`src/rtl/cache_lsu_port.sv`:
```
// Core load/store initiator for the cache p0 port with an in-order tag FIFO.
// Define CACHE_LSU_PORT_STATS_EN to add saturating load/store/stall counters.
module cache_lsu_port #(
   parameter int MAX_OUTSTANDING = 2
) (
   input  logic        clk,
   input  logic        reset,
   input  logic        core_req_vld_i,
   output logic        core_req_rdy_o,
   input  logic [31:0] core_req_addr_i,
   input  logic        core_req_we_i,
   input  logic [1:0]  core_req_size_i,
   input  logic        core_req_signed_i,
   input  logic [31:0] core_req_wdat_i,
   output logic        core_rsp_vld_o,
   input  logic        core_rsp_rdy_i,
   output logic [31:0] core_rsp_dat_o,
   output logic        core_rsp_err_o,
   output logic        p0_uvld_o,
   input  logic        p0_urdy_i,
   output logic [31:0] p0_addr_o,
   output logic        p0_web_o,
   output logic [31:0] p0_wdat_o,
   output logic [3:0]  p0_wmask_o,
   input  logic        p0_dvld_i,
   output logic        p0_drdy_o,
   input  logic [31:0] p0_ddat_i
`ifdef CACHE_LSU_PORT_STATS_EN
   ,
   input  logic        stat_clr_i,
   output logic [15:0] stat_load_cnt_o,
   output logic [15:0] stat_store_cnt_o,
   output logic [15:0] stat_stall_cnt_o
`endif
);

   localparam int PW = (MAX_OUTSTANDING > 1) ? $clog2(MAX_OUTSTANDING) : 1;
   localparam int CW = $clog2(MAX_OUTSTANDING + 1);
   localparam logic [PW-1:0] PTR_LAST = PW'(MAX_OUTSTANDING - 1);
   localparam logic [CW-1:0] CNT_FULL = CW'(MAX_OUTSTANDING);

   typedef struct packed {
      logic       err;
      logic       we;
      logic [1:0] size;
      logic       sgn;
      logic [1:0] off;
   } tag_t;

   tag_t          fifo_r [MAX_OUTSTANDING];
   logic [PW-1:0] wr_ptr_r;
   logic [PW-1:0] rd_ptr_r;
   logic [CW-1:0] cnt_r;
   logic          full_s;
   logic          empty_s;
   logic          push_s;
   logic          pop_s;
   logic          mis_s;
   tag_t          new_tag_s;
   tag_t          head_s;
   logic [31:0]   ext_s;

   function automatic logic misaligned(input logic [1:0] size, input logic [1:0] off);
      logic m;
      case (size)
         2'd0:    m = 1'b0;
         2'd1:    m = off[0];
         2'd2:    m = (off != 2'd0);
         default: m = 1'b1;
      endcase
      return m;
   endfunction

   function automatic logic [3:0] lane_mask(input logic [1:0] size, input logic [1:0] off);
      logic [3:0] m;
      case (size)
         2'd0:    m = 4'b0001 << off;
         2'd1:    m = 4'b0011 << off;
         default: m = 4'hF;
      endcase
      return m;
   endfunction

   function automatic logic [31:0] lane_data(input logic [1:0] size, input logic [31:0] d);
      logic [31:0] r;
      case (size)
         2'd0:    r = {4{d[7:0]}};
         2'd1:    r = {2{d[15:0]}};
         default: r = d;
      endcase
      return r;
   endfunction

   function automatic logic [PW-1:0] ptr_inc(input logic [PW-1:0] p);
      return (p == PTR_LAST) ? {PW{1'b0}} : p + PW'(1);
   endfunction

   assign full_s         = (cnt_r == CNT_FULL);
   assign empty_s        = (cnt_r == {CW{1'b0}});
   assign core_req_rdy_o = !full_s && (!p0_uvld_o || p0_urdy_i);
   assign push_s         = core_req_vld_i && core_req_rdy_o;
   assign mis_s          = misaligned(core_req_size_i, core_req_addr_i[1:0]);
   assign new_tag_s      = '{err: mis_s, we: core_req_we_i, size: core_req_size_i,
                             sgn: core_req_signed_i, off: core_req_addr_i[1:0]};

   // An err head answers on its own; a cache-backed head waits for p0 data.
   assign head_s         = fifo_r[rd_ptr_r];
   assign core_rsp_vld_o = !empty_s && (head_s.err || p0_dvld_i);
   assign p0_drdy_o      = !empty_s && !head_s.err && core_rsp_rdy_i;
   assign core_rsp_err_o = core_rsp_vld_o && head_s.err;
   assign pop_s          = core_rsp_vld_o && core_rsp_rdy_i;

   // Tag FIFO storage, pointers and occupancy
   always_ff @(posedge clk or negedge reset) begin
      if (!reset) begin
         for (int i = 0; i < MAX_OUTSTANDING; i++) begin
            fifo_r[i] <= '0;
         end
         wr_ptr_r <= {PW{1'b0}};
         rd_ptr_r <= {PW{1'b0}};
         cnt_r    <= {CW{1'b0}};
      end else begin
         if (push_s) begin
            fifo_r[wr_ptr_r] <= new_tag_s;
            wr_ptr_r         <= ptr_inc(wr_ptr_r);
         end
         if (pop_s) begin
            rd_ptr_r <= ptr_inc(rd_ptr_r);
         end
         case ({push_s, pop_s})
            2'b10:   cnt_r <= cnt_r + CW'(1);
            2'b01:   cnt_r <= cnt_r - CW'(1);
            default: cnt_r <= cnt_r;
         endcase
      end
   end

   // p0 request register; accept is only possible when the slot is free or draining
   always_ff @(posedge clk or negedge reset) begin
      if (!reset) begin
         p0_uvld_o  <= 1'b0;
         p0_addr_o  <= 32'h0;
         p0_web_o   <= 1'b1;
         p0_wdat_o  <= 32'h0;
         p0_wmask_o <= 4'h0;
      end else if (push_s && !mis_s) begin
         p0_uvld_o  <= 1'b1;
         p0_addr_o  <= {core_req_addr_i[31:2], 2'b00};
         p0_web_o   <= !core_req_we_i;
         p0_wdat_o  <= core_req_we_i ? lane_data(core_req_size_i, core_req_wdat_i) : 32'h0;
         p0_wmask_o <= core_req_we_i ? lane_mask(core_req_size_i, core_req_addr_i[1:0]) : 4'h0;
      end else if (p0_uvld_o && p0_urdy_i) begin
         p0_uvld_o <= 1'b0;
      end
   end

   // Load lane extraction and sign/zero extension from the FIFO head
   always_comb begin
      ext_s = 32'h0;
      case (head_s.size)
         2'd0: begin
            ext_s[7:0]  = p0_ddat_i[{head_s.off, 3'b000} +: 8];
            ext_s[31:8] = {24{head_s.sgn && ext_s[7]}};
         end
         2'd1: begin
            ext_s[15:0]  = p0_ddat_i[{head_s.off[1], 4'b0000} +: 16];
            ext_s[31:16] = {16{head_s.sgn && ext_s[15]}};
         end
         2'd2:    ext_s = p0_ddat_i;
         default: ext_s = 32'h0;
      endcase
      if (head_s.err || head_s.we) begin
         core_rsp_dat_o = 32'h0;
      end else begin
         core_rsp_dat_o = ext_s;
      end
   end

`ifdef CACHE_LSU_PORT_STATS_EN
   function automatic logic [15:0] sat_inc(input logic [15:0] v);
      return (v == 16'hFFFF) ? v : v + 16'd1;
   endfunction

   // Saturating activity counters; clear takes priority over increment
   always_ff @(posedge clk or negedge reset) begin
      if (!reset) begin
         stat_load_cnt_o  <= 16'h0;
         stat_store_cnt_o <= 16'h0;
         stat_stall_cnt_o <= 16'h0;
      end else if (stat_clr_i) begin
         stat_load_cnt_o  <= 16'h0;
         stat_store_cnt_o <= 16'h0;
         stat_stall_cnt_o <= 16'h0;
      end else begin
         if (p0_uvld_o && p0_urdy_i && p0_web_o) begin
            stat_load_cnt_o <= sat_inc(stat_load_cnt_o);
         end
         if (p0_uvld_o && p0_urdy_i && !p0_web_o) begin
            stat_store_cnt_o <= sat_inc(stat_store_cnt_o);
         end
         if (p0_uvld_o && !p0_urdy_i) begin
            stat_stall_cnt_o <= sat_inc(stat_stall_cnt_o);
         end
      end
   end
`endif

   cache_lsu_port_chk u_chk (
      .clk        (clk),
      .reset      (reset),
      .p0_dvld_i  (p0_dvld_i),
      .fifo_empty (empty_s),
      .head_err   (head_s.err)
   );

endmodule

// Protocol checker: cache data must only arrive for a cache-backed FIFO head.
module cache_lsu_port_chk (
   input logic clk,
   input logic reset,
   input logic p0_dvld_i,
   input logic fifo_empty,
   input logic head_err
);

   a_dvld_expected: assert property (@(posedge clk) disable iff (!reset)
      !(p0_dvld_i && (fifo_empty || head_err)))
      else $error("p0_dvld_i asserted with no cache-backed request at FIFO head");

endmodule

```
`config.mk`:
```
export PLATFORM = sky130hd
export DESIGN_NAME = cache_lsu_port
export DESIGN_NICKNAME = d
export VERILOG_FILES = /design/src/rtl/cache_lsu_port.sv
export SDC_FILE = /design/constraint.sdc
export NUM_CORES = 1
export LEC_CHECK = 0
export BUFFER_PORTS_ARGS = -buffer_cell sky130_fd_sc_hd__buf_4
export CAP_MARGIN = 20
export CORE_MARGIN = 4
export CORE_UTILIZATION = 47
export DETAILED_ROUTE_END_ITERATION = 10
export PLACE_DENSITY = 0.8
export SETUP_SLACK_MARGIN = 0.4
export SYNTH_ARGS = -nofsm -noshare
export SYNTH_HDL_FRONTEND = slang
export SYNTH_SLANG_ARGS = --single-unit
export TNS_END_PERCENT = 1
```
`constraint.sdc`:
```
create_clock -name clk -period 2.6 [get_ports clk]
set_input_delay 0.65 -clock clk [delete_from_list [all_inputs] [get_ports clk]]
set_output_delay 0.65 -clock clk [all_outputs]
set_load 0.02 [all_outputs]
```
### Yosys cells after proc, flatten, opt, wreduce, memory -nomap -nowiden

Cells that the tools add are included.

| word-level totals | value |
|---|---|
| flip-flop bits (word level) | 86 |
| bits in latches | 0 |
| memory bits (writable) | 0 |
| memory bits (read-only) | 0 |
| input port bits | 106 |
| output and inout bits | 106 |
| word-level logic and storage cells | 83 |
| memories kept | 0 |

| operators by class | value |
|---|---|
| $add $sub $neg | 4 |
| $mul | 0 |
| div/mod/pow operators | 0 |
| order comparisons | 3 |
| eq/ne operators | 7 |
| shift-type cells | 4 |
| muxes and demuxes | 18 |
| bitwise operators | 2 |
| reductions and logical operators | 27 |

Operators by type and width:

| cell | count |
|---|---|
| $pmux 32 s3 | 1 |
| $mux 32 | 2 |
| $pmux 32 s2 | 1 |
| $shiftx 32x6->16 | 1 |
| $shiftx 32x6->8 | 1 |
| $mux 7 | 4 |
| $bwmux 14 | 1 |
| $logic_and 1x1->1 | 12 |
| $eq 2x2->1 const B | 4 |
| $pmux 4 s2 | 1 |
| $demux 7 s1 | 1 |
| $eq 2x1->1 const B | 3 |
| $logic_not 1->1 | 6 |
| $logic_not 2->1 | 3 |
| $reduce_bool 2->1 | 3 |
| $ge 2x2->1 const B | 2 |
| $mux 1 | 4 |
| $mux 4 | 1 |
| $not 1->2 | 2 |
| $pmux 2 s2 | 1 |
| $shl 1x2->4 const A | 1 |
| $shl 2x2->4 const A | 1 |
| $logic_or 1x1->1 | 3 |
| $pmux 1 s3 | 1 |
| 4 further kinds | 5 |

### Logic depth before layout (Yosys ltp)

| logic depth | value |
|---|---|
| depth in word-level cells | 9 |
| mapped depth | 9 |
| gate-level depth less buffers | 7 |

### Worst setup path before layout

OpenSTA, ideal clock, no wires.

| timing path | value |
|---|---|
| path kind | register to output |
| start | register rd_ptr_r |
| end | output core_rsp_dat_o[20] |
| arrival time | 1,861 ps |
| setup slack | 89 ps |
| cell stages (with the launch flop) | 8 |
| path buffers | 2 |
| path through | dfrtp_1 > buf_2 > mux2_4 > mux2i_1 > nor3_2 > o21ai_2 > buf_4 > a21oi_1 |

| on the way | value |
|---|---|
| longest elaborated chain between the ends | 8 |
| elaborated cells on any way between the ends | 14 |
| classes of those cells | eq/ne: 2; shift: 2; mux: 5; bitwise: 1; reduce/logical: 4 |

RTL lines:

| what | RTL line | source |
|---|---|---|
| start, declared | 52 | `logic [PW-1:0] rd_ptr_r;` |
| start signal, assigned | 120 | `rd_ptr_r <= {PW{1'b0}};` |
| start signal, assigned | 128 | `rd_ptr_r <= ptr_inc(rd_ptr_r);` |
| $not 1->2 (not written as such) * | 107 | `assign head_s = fifo_r[rd_ptr_r];` |
| $mux 7 (not written as such) * (3 in a row) | 107 |  |
| $shiftx 32x6->16 or $shiftx 32x6->8 (tied branches) | 166, 162 |  |
| $logic_and 1x1->1 (on tied branches) | 167, 163 |  |
| $pmux 32 s3 | 160 | `case (head_s.size)` |
| $mux 32 * | 172 | `if (head_s.err \|\| head_s.we) begin` |
| end, declared | 17 | `output logic [31:0] core_rsp_dat_o,` |

Every way passes the cells marked *; elsewhere a longest branch is shown, timed or not. The select of a mux whose other input is x is not followed.

### Worst setup path after layout

| timing path | value |
|---|---|
| start | register rd_ptr_r |
| end | output core_rsp_dat_o[11] |

| on the way | value |
|---|---|
| longest elaborated chain between the ends | 8 |
| elaborated cells on any way between the ends | 13 |
| classes of those cells | eq/ne: 2; shift: 2; mux: 5; bitwise: 1; reduce/logical: 3 |

RTL lines:

| what | RTL line | source |
|---|---|---|
| $not 1->2 (not written as such) * | 107 |  |
| $mux 7 (not written as such) * (3 in a row) | 107 |  |
| $shiftx 32x6->8 | 162 | `ext_s[7:0] = p0_ddat_i[{head_s.off, 3'b000} +: 8];` |
| $logic_and 1x1->1 | 163 | `ext_s[31:8] = {24{head_s.sgn && ext_s[7]}};` |
| $pmux 32 s3 | 160 |  |
| $mux 32 * | 172 |  |

Marked as above.

==> results.md <==
* DRC at 0
* First-pass GRT wire length at about 23 mm
* CP arrival at approximately 2.2 ns
* Worst path max stage delay at 0.47 ns
* RSZ-0062 raised after global routing: yes
* Initial drt markers at 143
* Via count at 4309
* DRT antenna net count at 0
* P per Cell Area at approximately 1300 nW/um^2
* Hpwl dp at roughly 11 mm
* Post-CTS Hold Fix Bufs at 0
* Area growth, synth to finish at 50.6%
* Hold slack at ~0.24 ns
* Layout cells sized above 1 at between 50% and 60%
* Critical path endpoint category: output pin
* CTS tree: done
* Congestion Overflow GR at 0
* Post-synthesis cell type count at 44
* Final setup fails at 32
* Violated checks: setup timing
* TritonCTS Buffers at 9
* Row cnt at 35
* Post-synth EDFFs at 0
* Ys flop type: dfrtp_1
* Leak pwr at about 3.2 nW
* Post-DP Area at 6530 sq um
* Die area at around 11000 sq um
* GP Congestion at 0.845
* Slew Viols, Final at 0
* Area of the mapped netlist at about 4600 sq um
* Core Box Area at ~9400 sq um
* Ports at between 200 and 250
* Die width at 107 um
* H-tree depth at 3
* Die Height at about 110 um
* Fillers at ~700
* HP Class: in2async
* Clk_lat worst skew at 0.36 ns
* Minimum period implied by the final worst setup slack at 2.88 ns
* CP Buf/Inv Count at 1
* Reg-to-reg startpoint: rd_ptr_r
* Critical-path maximum fanout at 8
* Worst setup path startpoint: rd_ptr_r
* WP data required at between 1.5 and 2 ns
* Design Area, Final at roughly 7000 sq um
* Root Buffer: clkbuf_8
* Initial DRT Pass Iterations at 4
* Max stage delay cell, worst path: dfrtp_2
* Async S/R FF share, synth at 100%
* Inserted Diodes at 0
* Vias in the first global route at 4539
* Kind of critical path: reg2out
* Initial antenna violation count at 0
* Sink Count at 86
* Fin worst setup slack at -0.277 ns
* Max VDD drop at just under 0.7 mV
* Status: complete, but fails checks
* Post-route total power at approximately 8.7 mW
* Routed wire per std cell at approximately 17 um
* Starting Density at slightly below 50%
* Layout Nets at about 800
* CP Launch Type: flip-flop
* Hold Vio Cnt, Final at 0
* CTS clk-pin slew, worst paths at around 0.1 ns
* Peak Freq at roughly 350 MHz
* Largest net degree at the start of global routing at 51
* Seq/Total Area, Yosys at between 40% and 50%
* Worst slew margin at 57.9%
* Crit-path cells: mux2_4 > mux2i_2 > nor2_1 > o21ai_4 > a21oi_2 > buf_4
* Fin crit share at 111%
* Worst Tran Pin Value at about 0.63 ns
* Drt total wl at 14.1 mm
* Mapped Cells at around 490
* Total track usage at between 20% and 30%
* Post-synthesis register bit count at 86
* Avg Synthesized Cell Area at between 9 and 10 sq um
* Synth warnings at 0
* PortBufs at approximately 210
* Top cell family by delay on the critical path: multiplexers
* Max-capacitance violation count at 0
* Max clock buf depth at 2
* Clock skew at between 0.01 and 0.015 ns
* Vias/cell at approximately 5.2
==> registers in the layout, summed over array words and instances, names as in the netlist <==
name / count
p0_wdat_o: 32
wr_ptr_r: 1
p0_uvld_o: 1
p0_web_o: 1
cnt_r: 2
p0_wmask_o: 4
p0_addr_o: 30
rd_ptr_r: 1
fifo_r: 14
==> report_power, final <==
group / switching, mW / total, mW / internal [mW] / leakage, nW
sequential: 0.448 / 2.40 / 1.96 / 1.06
combinational: 2.89 / 5.24 / 2.35 / 2.06
clock: 0.541 / 1.01 / 0.468 / 0.109
total: 3.88 / 8.65 / 4.77 / 3.23
==> metrics by stage <==
step           util [%]  setup WS (ns)  std cells  TNS, ns
2_1_floorplan         -          0.152        486        0
3_3_place_gp       69.7         0.0420        806        0
3_5_place_dp       69.7        -0.0287        806  -0.0449
4_1_cts            73.3         -0.273        824    -7.08
5_1_grt            73.7         -0.378        824   -10.56
6_report           73.7         -0.277        824    -7.20
==> worst reg2reg max path, stage by stage (launching register included) <==
cell,delay (ns)
dfrtp_2,0.45
mux2_2,0.40
o22a_1,0.18
and2_1,0.20
ha_1,0.31
nor2_1,0.13
xor2_1,0.16
==> repair_timing <==
item	in CTS	in global routing
pin swaps	2	2
buffers inserted	2	0
gates resized for setup	26	6
setup endpoints to repair	33	33
==> synth_stat cells, drive strengths merged (3+ instances only) <==
master | instances | share of area [%]
buf | 21 | 2.7
nor2 | 29 | 2.4
a221oi | 4 | 0.76
xnor2 | 3 | 0.57
a31oi | 3 | 0.41
o21ai | 53 | 6.0
nand2 | 116 | 9.5
mux2 | 64 | 16
a22oi | 3 | 0.49
clkbuf | 15 | 1.2
a21oi | 41 | 4.6
nor3 | 4 | 0.55
dfrtp | 85 | 46
o22ai | 3 | 0.41
mux2i | 15 | 3.3
==> cell usage in the layout, fill, tap and decap left out, types with 4 or more instances in the layout <==
cell type and n:
a21oi_1 15, a221oi_2 4, mux2i_1 9, mux2i_2 5, clkbuf_8 9, a21oi_2 16
buf_12 5, nor2_2 5, nand2_1 115, a21oi_4 10, mux2_4 6, dfrtp_1 84
o21ai_0 50, buf_4 214, nor2_1 24, buf_6 10, mux2_2 58
==> layout make-up <==
class / instances / area [sq um] / area share, %
Clock buffer: 9 / 124 / 1.79
Sequential cell: 86 / 2150 / 31.2
Multi-Input combinational cell: 362 / 2550 / 36.9
Tap cell: 129 / 161 / 2.34
Timing Repair Buffer: 229 / 1820 / 26.4
Inverter: 2 / 7.51 / 0.109
Clock inverter: 7 / 88.8 / 1.29
==> per-layer routing <==
metal | part of all wire, % | up-vias | global-route usage (%)
met5 | 0 | - | 0
met4 | 1.3 | 0 | 5.75
met3 | 10 | 19 | 10.1
met2 | 51 | 183 | 43.3
met1 | 37 | 2031 | 28.7
li1 | - | 2076 | -
==> final timing paths <==
check,to,slack (ns),cells after the start
worst min register to register,p0_web_o,0.49,2
worst max-delay path,core_rsp_dat_o[11],-0.28,6
max in group asynchronous,rd_ptr_r,1.71,2
worst min-delay path,p0_addr_o[25],0.24,1
worst max register to register,cnt_r[1],0.70,6
min in group clk,p0_web_o,0.49,2
==> cell families (layout without fill, tap and decap cells) <==
kind of cell	Yosys count	in the layout	share of synthesized area, %
fa+ha+maj	1	1	0.273
xor+xnor	5	5	0.956
mux	79	79	19.5
buf+inv	38	247	4.09
simple gates	162	162	14.4
compound gates	113	113	13.7
other cells	1	2	0.0818
flops	86	86	47.0
Power figures use the tool's default switching activity.
